[src/rtl/rv_pkg.sv]
// Shared types and constants for the instruction fetch stage.
// Includes the self-loop branch decoder used for halt detection.
package rv_pkg;

    typedef enum logic [1:0] {
        BOOT,
        RUN,
        HALT,
        FAULT
    } fetch_state_t;

    localparam logic [6:0]  OPC_BRANCH  = 7'b1100011;
    localparam logic [2:0]  F3_BEQ      = 3'b000;
    localparam logic [31:0] INSTR_BYTES = 32'd4;

    // A BEQ comparing a register with itself and jumping by zero never leaves its own PC.
    function automatic logic is_self_loop(input logic [31:0] instr);
        return (instr[6:0] == OPC_BRANCH) &&
               (instr[14:12] == F3_BEQ) &&
               (instr[19:15] == instr[24:20]) &&
               (instr[31] == 1'b0) &&
               (instr[30:25] == 6'd0) &&
               (instr[11:8] == 4'd0) &&
               (instr[7] == 1'b0);
    endfunction

endpackage

[src/rtl/fetch_out_reg.sv]
// One-entry valid/ready output register between fetch and decode.
// Load wins over flush/accept so a drained entry can be refilled in the same cycle.
module fetch_out_reg #(
    parameter int XLEN = 32
) (
    input  logic            clk,
    input  logic            rst,
    input  logic            load,
    input  logic            flush,
    input  logic            accept,
    input  logic [XLEN-1:0] in_pc,
    input  logic [XLEN-1:0] in_pc_plus4,
    input  logic [XLEN-1:0] in_instr,
    output logic            out_valid,
    output logic [XLEN-1:0] out_pc,
    output logic [XLEN-1:0] out_pc_plus4,
    output logic [XLEN-1:0] out_instr
);

    logic            valid_q, valid_d;
    logic [XLEN-1:0] pc_q, pc_d;
    logic [XLEN-1:0] pc_plus4_q, pc_plus4_d;
    logic [XLEN-1:0] instr_q, instr_d;

    always_comb begin
        valid_d    = valid_q;
        pc_d       = pc_q;
        pc_plus4_d = pc_plus4_q;
        instr_d    = instr_q;
        if (load) begin
            valid_d    = 1'b1;
            pc_d       = in_pc;
            pc_plus4_d = in_pc_plus4;
            instr_d    = in_instr;
        end else if (flush || accept) begin
            valid_d = 1'b0;
        end
    end

    always_ff @(posedge clk) begin
        if (rst) begin
            valid_q    <= 1'b0;
            pc_q       <= '0;
            pc_plus4_q <= '0;
            instr_q    <= '0;
        end else begin
            valid_q    <= valid_d;
            pc_q       <= pc_d;
            pc_plus4_q <= pc_plus4_d;
            instr_q    <= instr_d;
        end
    end

    assign out_valid    = valid_q;
    assign out_pc       = pc_q;
    assign out_pc_plus4 = pc_plus4_q;
    assign out_instr    = instr_q;

endmodule

[src/rtl/instr_fetch_unit.sv]
// Fetch stage: owns the PC, drives instruction memory and feeds decode through fetch_out_reg.
// Handles redirects, misaligned-target faults, self-loop halt and the accepted-instruction count.
module instr_fetch_unit
    import rv_pkg::*;
#(
    parameter logic [31:0] RESET_PC = 32'h00000000,
    parameter int          XLEN     = 32
) (
    input  logic            clk,
    input  logic            rst,
    output logic [XLEN-1:0] imem_addr,
    input  logic [XLEN-1:0] imem_data,
    input  logic            redirect_valid,
    input  logic [XLEN-1:0] redirect_target,
    output logic            out_valid,
    input  logic            out_ready,
    output logic [XLEN-1:0] out_pc,
    output logic [XLEN-1:0] out_pc_plus4,
    output logic [XLEN-1:0] out_instr,
    output logic            halted,
    output logic            fault,
    output logic [31:0]     fetch_count
);

    fetch_state_t    state_q, state_d;
    logic [XLEN-1:0] pc_q, pc_d;
    logic            halted_q, halted_d;
    logic            fault_q, fault_d;
    logic [31:0]     count_q, count_d;

    logic            load;
    logic            flush;
    logic            accept;
    logic [XLEN-1:0] pc_plus4;

    assign pc_plus4 = pc_q + INSTR_BYTES;
    assign accept   = (state_q == RUN) && out_valid && out_ready;

    // Priority in RUN: halt on accepted self-loop, then redirect (fault if misaligned), then capture.
    always_comb begin
        state_d  = state_q;
        pc_d     = pc_q;
        halted_d = halted_q;
        fault_d  = fault_q;
        count_d  = count_q;
        load     = 1'b0;
        flush    = 1'b0;
        unique case (state_q)
            BOOT: state_d = RUN;
            RUN: begin
                if (accept) begin
                    count_d = count_q + 32'd1;
                end
                if (accept && is_self_loop(out_instr)) begin
                    halted_d = 1'b1;
                    state_d  = HALT;
                    flush    = 1'b1;
                end else if (redirect_valid) begin
                    flush = 1'b1;
                    if (redirect_target[1:0] != 2'b00) begin
                        fault_d = 1'b1;
                        state_d = FAULT;
                    end else begin
                        pc_d = redirect_target;
                    end
                end else if (!out_valid || out_ready) begin
                    load = 1'b1;
                    pc_d = pc_plus4;
                end
            end
            HALT:  state_d = HALT;
            FAULT: state_d = FAULT;
        endcase
    end

    always_ff @(posedge clk) begin
        if (rst) begin
            state_q  <= BOOT;
            pc_q     <= RESET_PC;
            halted_q <= 1'b0;
            fault_q  <= 1'b0;
            count_q  <= '0;
        end else begin
            state_q  <= state_d;
            pc_q     <= pc_d;
            halted_q <= halted_d;
            fault_q  <= fault_d;
            count_q  <= count_d;
        end
    end

    fetch_out_reg #(
        .XLEN(XLEN)
    ) u_out_reg (
        .clk         (clk),
        .rst         (rst),
        .load        (load),
        .flush       (flush),
        .accept      (accept),
        .in_pc       (pc_q),
        .in_pc_plus4 (pc_plus4),
        .in_instr    (imem_data),
        .out_valid   (out_valid),
        .out_pc      (out_pc),
        .out_pc_plus4(out_pc_plus4),
        .out_instr   (out_instr)
    );

    assign imem_addr   = pc_q;
    assign halted      = halted_q;
    assign fault       = fault_q;
    assign fetch_count = count_q;

endmodule
[config.mk]
export PLATFORM = sky130hd
export DESIGN_NAME = instr_fetch_unit
export DESIGN_NICKNAME = d
export VERILOG_FILES = /design/src/rtl/rv_pkg.sv /design/src/rtl/fetch_out_reg.sv /design/src/rtl/instr_fetch_unit.sv
export SDC_FILE = /design/constraint.sdc
export NUM_CORES = 1
export LEC_CHECK = 0
export ABC_CLOCK_PERIOD_IN_PS = 3450
export CAP_MARGIN = 20
export CORE_MARGIN = 2
export CORE_UTILIZATION = 45
export CTS_BUF_LIST = sky130_fd_sc_hd__clkbuf_16
export CTS_CLUSTER_SIZE = 30
export DETAILED_ROUTE_END_ITERATION = 8
export PLACE_DENSITY = 0.75
export SLEW_MARGIN = 20
export SYNTH_ARGS = -nofsm -noshare
export SYNTH_HDL_FRONTEND = slang
export SYNTH_SLANG_ARGS = --single-unit
[constraint.sdc]
create_clock -name clk -period 3.45 [get_ports clk]
set_clock_uncertainty 0.1 [all_clocks]
set_input_delay 0.345 -clock clk [delete_from_list [all_inputs] [get_ports clk]]
set_output_delay 0.345 -clock clk [all_outputs]
set_load 0.01 [all_outputs]
==> summary.txt, run 1 <==
Worst setup path
  • CP Max Fanout: 16
  • Worst Path Arrival: approximately 2.9 ns
  • WS Path Type: register to register
  • Critical Path RT: between 3 and 4 ns
  • Critical Path Source Type: register
  • Worst Setup End Kind: register

Finish
  • Final core occ: between 60% and 70%
  • Share of cells above drive strength 1: 6.65%
  • Area growth syn-to-layout: 38.3%
  • Nets: ~1200
  • Number of diodes: 0

GRT
  • Vias in the first global route: 7199
  • First-pass GRT wire length: 38.5 mm
  • GRT Total Usage: roughly a quarter
  • Initial antenna violation count: 0
  • Global route overflow: 0
  • Largest net degree at the start of global routing: about 160

Placement
  • # port buffers: 230
  • Dpl hpwl: 16.3 mm
  • Placer congestion estimate: just over 0.8
  • Setup WS pre-CTS: 0.616 ns

STA
  • Count of final max-slew check failures: 0
  • Minimum clock period: roughly 2.7 ns
  • Slew @ Worst Pin: roughly 1 ns
  • Final Setup Violations: 0
  • Fmax: roughly 370 MHz
  • Final Cycle Share: approximately 79%
  • RSZ-0062 raised after global routing: false
  • Headroom to the max-slew limit: between 30 and 40%
  • Fin worst setup slack: around 0.74 ns
  • Final hold viol count: 0
  • Setup TNS: 0 ns

Power
  • Leak pwr: 3.55 nW
  • Pwr dens: approximately 440 nW/um^2
  • Total power: about 4.7 mW
  • Peak VDD IR: ~0.39 mV

Logic synthesis
  • Share of synthesized registers carrying an async set or reset: 0%
  • Post-Synth XOR/XNOR Area: ~5.3%
  • Post-synth cell types: 62
  • Largest family of logic cells by synthesized area: simple AND/OR/NAND/NOR gates
  • Synth Register Bits: 163
  • Average size of a mapped cell: 8.33 sq um
  • Post-synthesis compound-gate area fraction: a little under a quarter
  • Mapped cell area: slightly below 8000 sq um
  • Seq/Total Area, Yosys: around 42%
  • Post-Syn Instances: 927
  • Top_reg_cell synth: dfxtp_1
  • Proportion of synthesized area in mux cells: less than 1%
  • Post-Syn Nets: 997
  • Synth Area in Adders: less than 1%
  • Simple-Gate Fraction of Synth Area: a little under a quarter
  • EDFF count, synth: 0
  • Ys Warns: 0

Die
  • Width of the die: between 100 and 150 microns
  • Die area: approximately 18000 sq um
  • Core Footprint: between 15000 and 20000 sq um
  • Row count: 47
  • Io pins: between 200 and 250
  • Initial Util: around 46%
  • Die height: roughly 130 microns

Job
  • Max cap viols: 0

Routing
  • Drt pass-1 iters: 5
  • Wire per inst: around 19 microns
  • DR vias/cell: 5.94
  • Via count: 7918
  • Antenna-violating nets left: 0
  • DRT iter0 DRCs: between 800 and 900
  • DRC violations left: 0
  • Drt total wl: roughly 25 mm

Status
  • Outcome: complete, no violations

CTS
  • Setup bufs post-CTS: 0
  • # hold bufs at CTS: 0
  • Clock-pin slew on the worst setup and hold paths: approximately 0.060 ns
  • Clk root buf: clkbuf_16
  • Longest Clk Path Bufs: 2
  • Cts bufs inserted: 17
  • PostCTS Resize Cnt: 0
  • # clock sinks: about 160
  • Clk_lat worst skew: approximately 0.43 ns
  • CTS tree: done
  • H-tree depth: 4

Min path
  • Worst Hold Class: primary input to register
[state kept, by name, summed over array words and instances (netlist names)]
register                cells
u_out_reg.out_instr        32
halted                      1
fault                       1
fetch_count                32
imem_addr                  32
u_out_reg.out_pc_plus4     30
u_out_reg.out_valid         1
state_q                     2
u_out_reg.out_pc           32
[cells by family (layout without fill, tap and decap cells)]
kind of cell / after synthesis / count (layout)
AOI/OAI and AO/OA: 287 / 287
xor gates and xnor gates: 47 / 47
adders and majority gates: 2 / 2
buffers and inverters: 104 / 290
DFF: 163 / 163
muxes: 6 / 6
and+or+nand+nor: 318 / 318
[synth_stat cells, drive strengths merged (6+ instances only)]
library cell,n,area [sq um]
inv,10,37.5
a32o,6,60.1
nor2,59,221
nand4,22,150
o32ai,7,61.3
and3,8,50.1
or3,9,56.3
nor3,25,135
o31a,8,71.3
a21oi,121,606
nand3,92,460
a211oi,20,155
nand2,42,168
nor4,29,256
o31ai,14,119
o21ai,77,385
clkbuf,49,185
o311ai,6,52.6
dfxtp,163,3260
and4,9,78.8
xnor2,26,228
xor2,21,184
buf,45,241
[routing by layer]
| metal | vias to the layer above | share of wire, % | global-route usage, % |
|---|---|---|---|
| met4 | 0 | 2.5 | 9.49 |
| met5 | - | 0 | 0 |
| met3 | 53 | 8.0 | 6.34 |
| met1 | 3742 | 42 | 34.5 |
| met2 | 371 | 47 | 42.9 |
| li1 | 3752 | - | - |
[cell type report]
| type | count | area [sq um] |
|---|---|---|
| clock buffers | 17 | 425 |
| clock inverters | 15 | 213 |
| inverters | 10 | 37.5 |
| repair buffers | 248 | 2450 |
| flip-flops and latches | 163 | 3260 |
| fillers | 1439 | 6030 |
| multi-input cells | 660 | 4010 |
| well taps | 220 | 275 |
[power breakdown]
part / total, mW / internal, mW / switching, mW
combinational: 0.631 / 0.288 / 0.343
clock: 2.07 / 1.28 / 0.794
sequential: 2.03 / 1.95 / 0.0794
[layout by cell type, fill, tap and decap left out, drive strengths merged, types with 3 or more instances in the layout]
| master | synthesis | layout |
|---|---|---|
| clkbuf | 49 | 17 |
| clkdlybuf4s50 | 0 | 228 |
| a32o | 6 | 6 |
| clkinv | 0 | 7 |
| a21oi | 121 | 121 |
| and2 | 5 | 5 |
| o21ai | 77 | 77 |
| o31ai | 14 | 14 |
| bufinv | 0 | 5 |
| dfxtp | 163 | 163 |
| nor4 | 29 | 29 |
| a22oi | 5 | 5 |
| o31a | 8 | 8 |
| inv | 10 | 12 |
| o311ai | 6 | 6 |
| nand3 | 92 | 92 |
| nand4 | 22 | 22 |
| nor3 | 25 | 25 |
| buf | 45 | 20 |
| o211ai | 5 | 5 |
| and3 | 8 | 8 |
| nand2 | 42 | 42 |
| mux2 | 4 | 4 |
| nor4b | 3 | 3 |
| nor2 | 59 | 59 |
| or3 | 9 | 9 |
| and4 | 9 | 9 |
| xor2 | 21 | 21 |
| xnor2 | 26 | 26 |
| o32ai | 7 | 7 |
| nor2b | 5 | 5 |
| o41ai | 3 | 3 |
| a211oi | 20 | 20 |
[per-stage QoR]
step / hold slack, ns / std cells / instance area (sq um)
2_1_floorplan: 0.352 / 927 / 7720
6_report: 0.248 / 1333 / 10700
4_1_cts: 0.247 / 1333 / 10700
3_3_place_gp: 0.351 / 1301 / 10000
5_1_grt: 0.267 / 1333 / 10700
3_5_place_dp: 0.355 / 1301 / 10000
[final timing paths]
| path | startpoint | endpoint | depth (start not counted) | slack, ns |
|---|---|---|---|---|
| worst max register to register | imem_addr[2]$_SDFFE_PP0P_ | imem_addr[27]$_SDFFE_PP0P_ | 5 | 0.74 |
| worst max-delay path | imem_addr[2]$_SDFFE_PP0P_ | imem_addr[27]$_SDFFE_PP0P_ | 5 | 0.74 |
| worst min register to register | halted$_SDFFE_PP0P_ | halted$_SDFFE_PP0P_ | 1 | 0.36 |
| worst min-delay path | rst | fetch_count[25]$_SDFFE_PP0P_ | 4 | 0.25 |
[worst max-delay path, stage by stage (launching register included)]
cell,delay [ns]
dfxtp_1,0.59
and4_1,0.38
nand4_2,0.50
o31a_1,0.45
or3_1,0.36
a32o_1,0.20
Power figures use the tool's default switching activity.
==> run 2, diff against run 1 <==
- ABC_CLOCK_PERIOD_IN_PS: 3450 -> 2600
- clock period: 3.45 -> 2.6 ns (I/O delays scaled with it)
==> summary.txt, run 2 (synthesized netlist as in run 1, its figures left out) <==
Status
  • Outcome: complete, no violations

GRT
  • Initial antenna violation count: 0 (unchanged)
  • GRT Total Usage: 27.4% (+0.91 points)
  • First-pass GRT wire length: 39.9 mm (+3.5%)
  • Vias in the first global route: 7477 (+3.9%)
  • Global route overflow: 0 (unchanged)
  • Largest net degree at the start of global routing: 54 (-66%)

Placement
  • Placer congestion estimate: 0.903 (+11%)
  • Dpl hpwl: 17.7 mm (+8.8%)
  • Dpl cells: 1345 (+3.4%)
  • # port buffers: 230 (unchanged)

STA
  • Count of final max-slew check failures: 0 (unchanged)
  • Slew @ Worst Pin: 1.03 ns (+0.0177 ns)
  • Final Setup Violations: 0 (unchanged)
  • RSZ-0062 raised after global routing: false
  • Headroom to the max-slew limit: 31.2% (-1.2 points)
  • Final Cycle Share: 94.2% (+16 points)
  • Final hold viol count: 0 (unchanged)
  • Minimum clock period: 2.45 ns (-0.262 ns)
  • Setup TNS: 0 ns (unchanged)
  • Fmax: 408 MHz (+11%)

Routing
  • Antenna-violating nets left: 0 (unchanged)
  • DRC violations left: 0 (unchanged)
  • Drt pass-1 iters: 5 (unchanged)
  • DR vias/cell: 5.84 (-1.6%)
  • Via count: 8047 (+1.6%)
  • Wire per inst: 18.4 microns (-1.9%)
  • Drt total wl: 25.3 mm (+1.4%)
  • DRT iter0 DRCs: 626 (-27%)

CTS
  • PostCTS Resize Cnt: 0 (unchanged)
  • H-tree depth: 4 (unchanged)
  • CTS tree: done
  • Cts bufs inserted: 17 (unchanged)
  • Longest Clk Path Bufs: 2 (unchanged)
  • # clock sinks: 163 (unchanged)
  • Clk_lat worst skew: 0.43 ns (about the same)
  • Clk root buf: clkbuf_16
  • Setup bufs post-CTS: 0 (unchanged)
  • Clock-pin slew on the worst setup and hold paths: 0.07 ns (about the same)
  • # hold bufs at CTS: 0 (unchanged)

Die
  • Io pins: 231 (unchanged)
  • Row count: 47 (unchanged)
  • Die height: 135 microns (unchanged)
  • Width of the die: 135 microns (unchanged)
  • Core Footprint: 16700 sq um (unchanged)
  • Initial Util: 46.2% (unchanged)
  • Die area: 18200 sq um (unchanged)

Finish
  • Area growth syn-to-layout: 41.9%
  • Share of cells above drive strength 1: 10.2% (+3.6 points)
  • Register Area: 3260 sq um (unchanged)
  • Nets: 1214 (+3.8%)
  • Number of diodes: 0 (unchanged)
  • Layout fillers: 1466 (+1.9%)
  • Final cell count without fillers: 1377 (+3.3%)
  • Multi-input gate area: 4010 sq um (unchanged)
  • Most frequent cells in the layout: clkdlybuf4s50_1, dfxtp_1, a21oi_1
  • Commonest non-fill, non-tap cell in the layout: clkdlybuf4s50_1

Worst setup path
  • Cell depth of the worst flop-to-flop path: 6 (+1)
  • CP Max Fanout: 10 (-6)
  • WS Path Type: register to register
  • Worst Path Arrival: 2.64 ns (-0.29 ns)
  • Worst Setup End Kind: register
  • Critical Path RT: 2.79 ns (-0.88 ns)
  • Critical Path Source Type: register

Power
  • Sw Share: 27.5% (+1.8 points)
  • Leak pwr: 3.74 nW (+5.2%)
  • Switching Power: 1.65 mW (+35%)
  • Clock share of power: 40.2% (-3.6 points)
  • Pwr dens: 546 nW/um^2 (+23%)
  • Combinational group share of total power: 15.3% (+2.0 points)
  • Internal power: 4.34 mW (+23%)
  • Peak VDD IR: 0.527 mV (+36%)
  • Sequential power share: 44.5% (+1.6 points)

Job
  • Max cap viols: 0 (unchanged)

Min path
  • Worst Hold Class: primary input to register
  • Hold path cells: 2 (-2)
## run 2: changes by cell type in the layout (fill, tap and decap cells not counted)
cell / change
buf_4: +42
bufinv_16: -4
clkinv_2: -3
clkinv_4: +3
clkinvlp_4: +3
buf_12: +2
inv_8: +1
## run 2: power by group through the flow
stage               Combinational, mW  Sequential [mW]  Clock [mW]
floorplan                       0.407             2.75           0
global placement                0.897             2.72           0
detailed placement              0.905             2.72           0
CTS                             0.910             2.66        2.43
global route                    0.981             2.68        2.54
finish                          0.913             2.67        2.40
## run 2: worst max-delay path: stages, from the launching register on
cell,delay [ns]
dfxtp_1,0.47
nand4_1,0.17
or3_1,0.46
buf_4,0.24
o31a_1,0.27
nor4_1,0.49
nor3_1,0.10
## run 2: routing by layer
layer	share of wire, %	vias to the layer above	global-route usage, %
met4	2.1	0	8.62
met1	42	3821	36.6
met3	7.8	39	5.89
li1	-	3858	-
met5	0	-	0
met2	48	329	44.4
## run 2: final cells by class
cell class	instances	share of cell area, %
multi-input cells	660	36.6
flip-flops and latches	163	29.8
repair buffers	292	25.7
clock buffers	17	3.88
well taps	220	2.51
clock inverters	15	1.26
inverters	10	0.343
## run 2: final timing paths
path,from,endpoint,slack [ns]
setup / recovery,imem_addr[21]$_SDFFE_PP0P_,u_out_reg.out_pc_plus4[26]$_SDFFE_PP0P_,0.15
hold reg to reg,halted$_SDFFE_PP0P_,halted$_SDFFE_PP0P_,0.37
setup reg to reg,imem_addr[21]$_SDFFE_PP0P_,u_out_reg.out_pc_plus4[26]$_SDFFE_PP0P_,0.15
hold / removal,rst,fetch_count[21]$_SDFFE_PP0P_,0.16
## run 2: stage by stage
step	total power, mW	utilization, %	setup slack, ns	area (sq um)	hold slack, ns
global placement	3.61	62.2	0.0760	10400	0.354
CTS	6.01	65.6	0.189	11000	0.163
floorplan	3.16	-	0.438	7720	0.308
global route	6.19	65.6	0.0271	11000	0.196
detailed placement	3.62	62.2	0.0855	10400	0.356
finish	5.98	65.6	0.152	11000	0.161
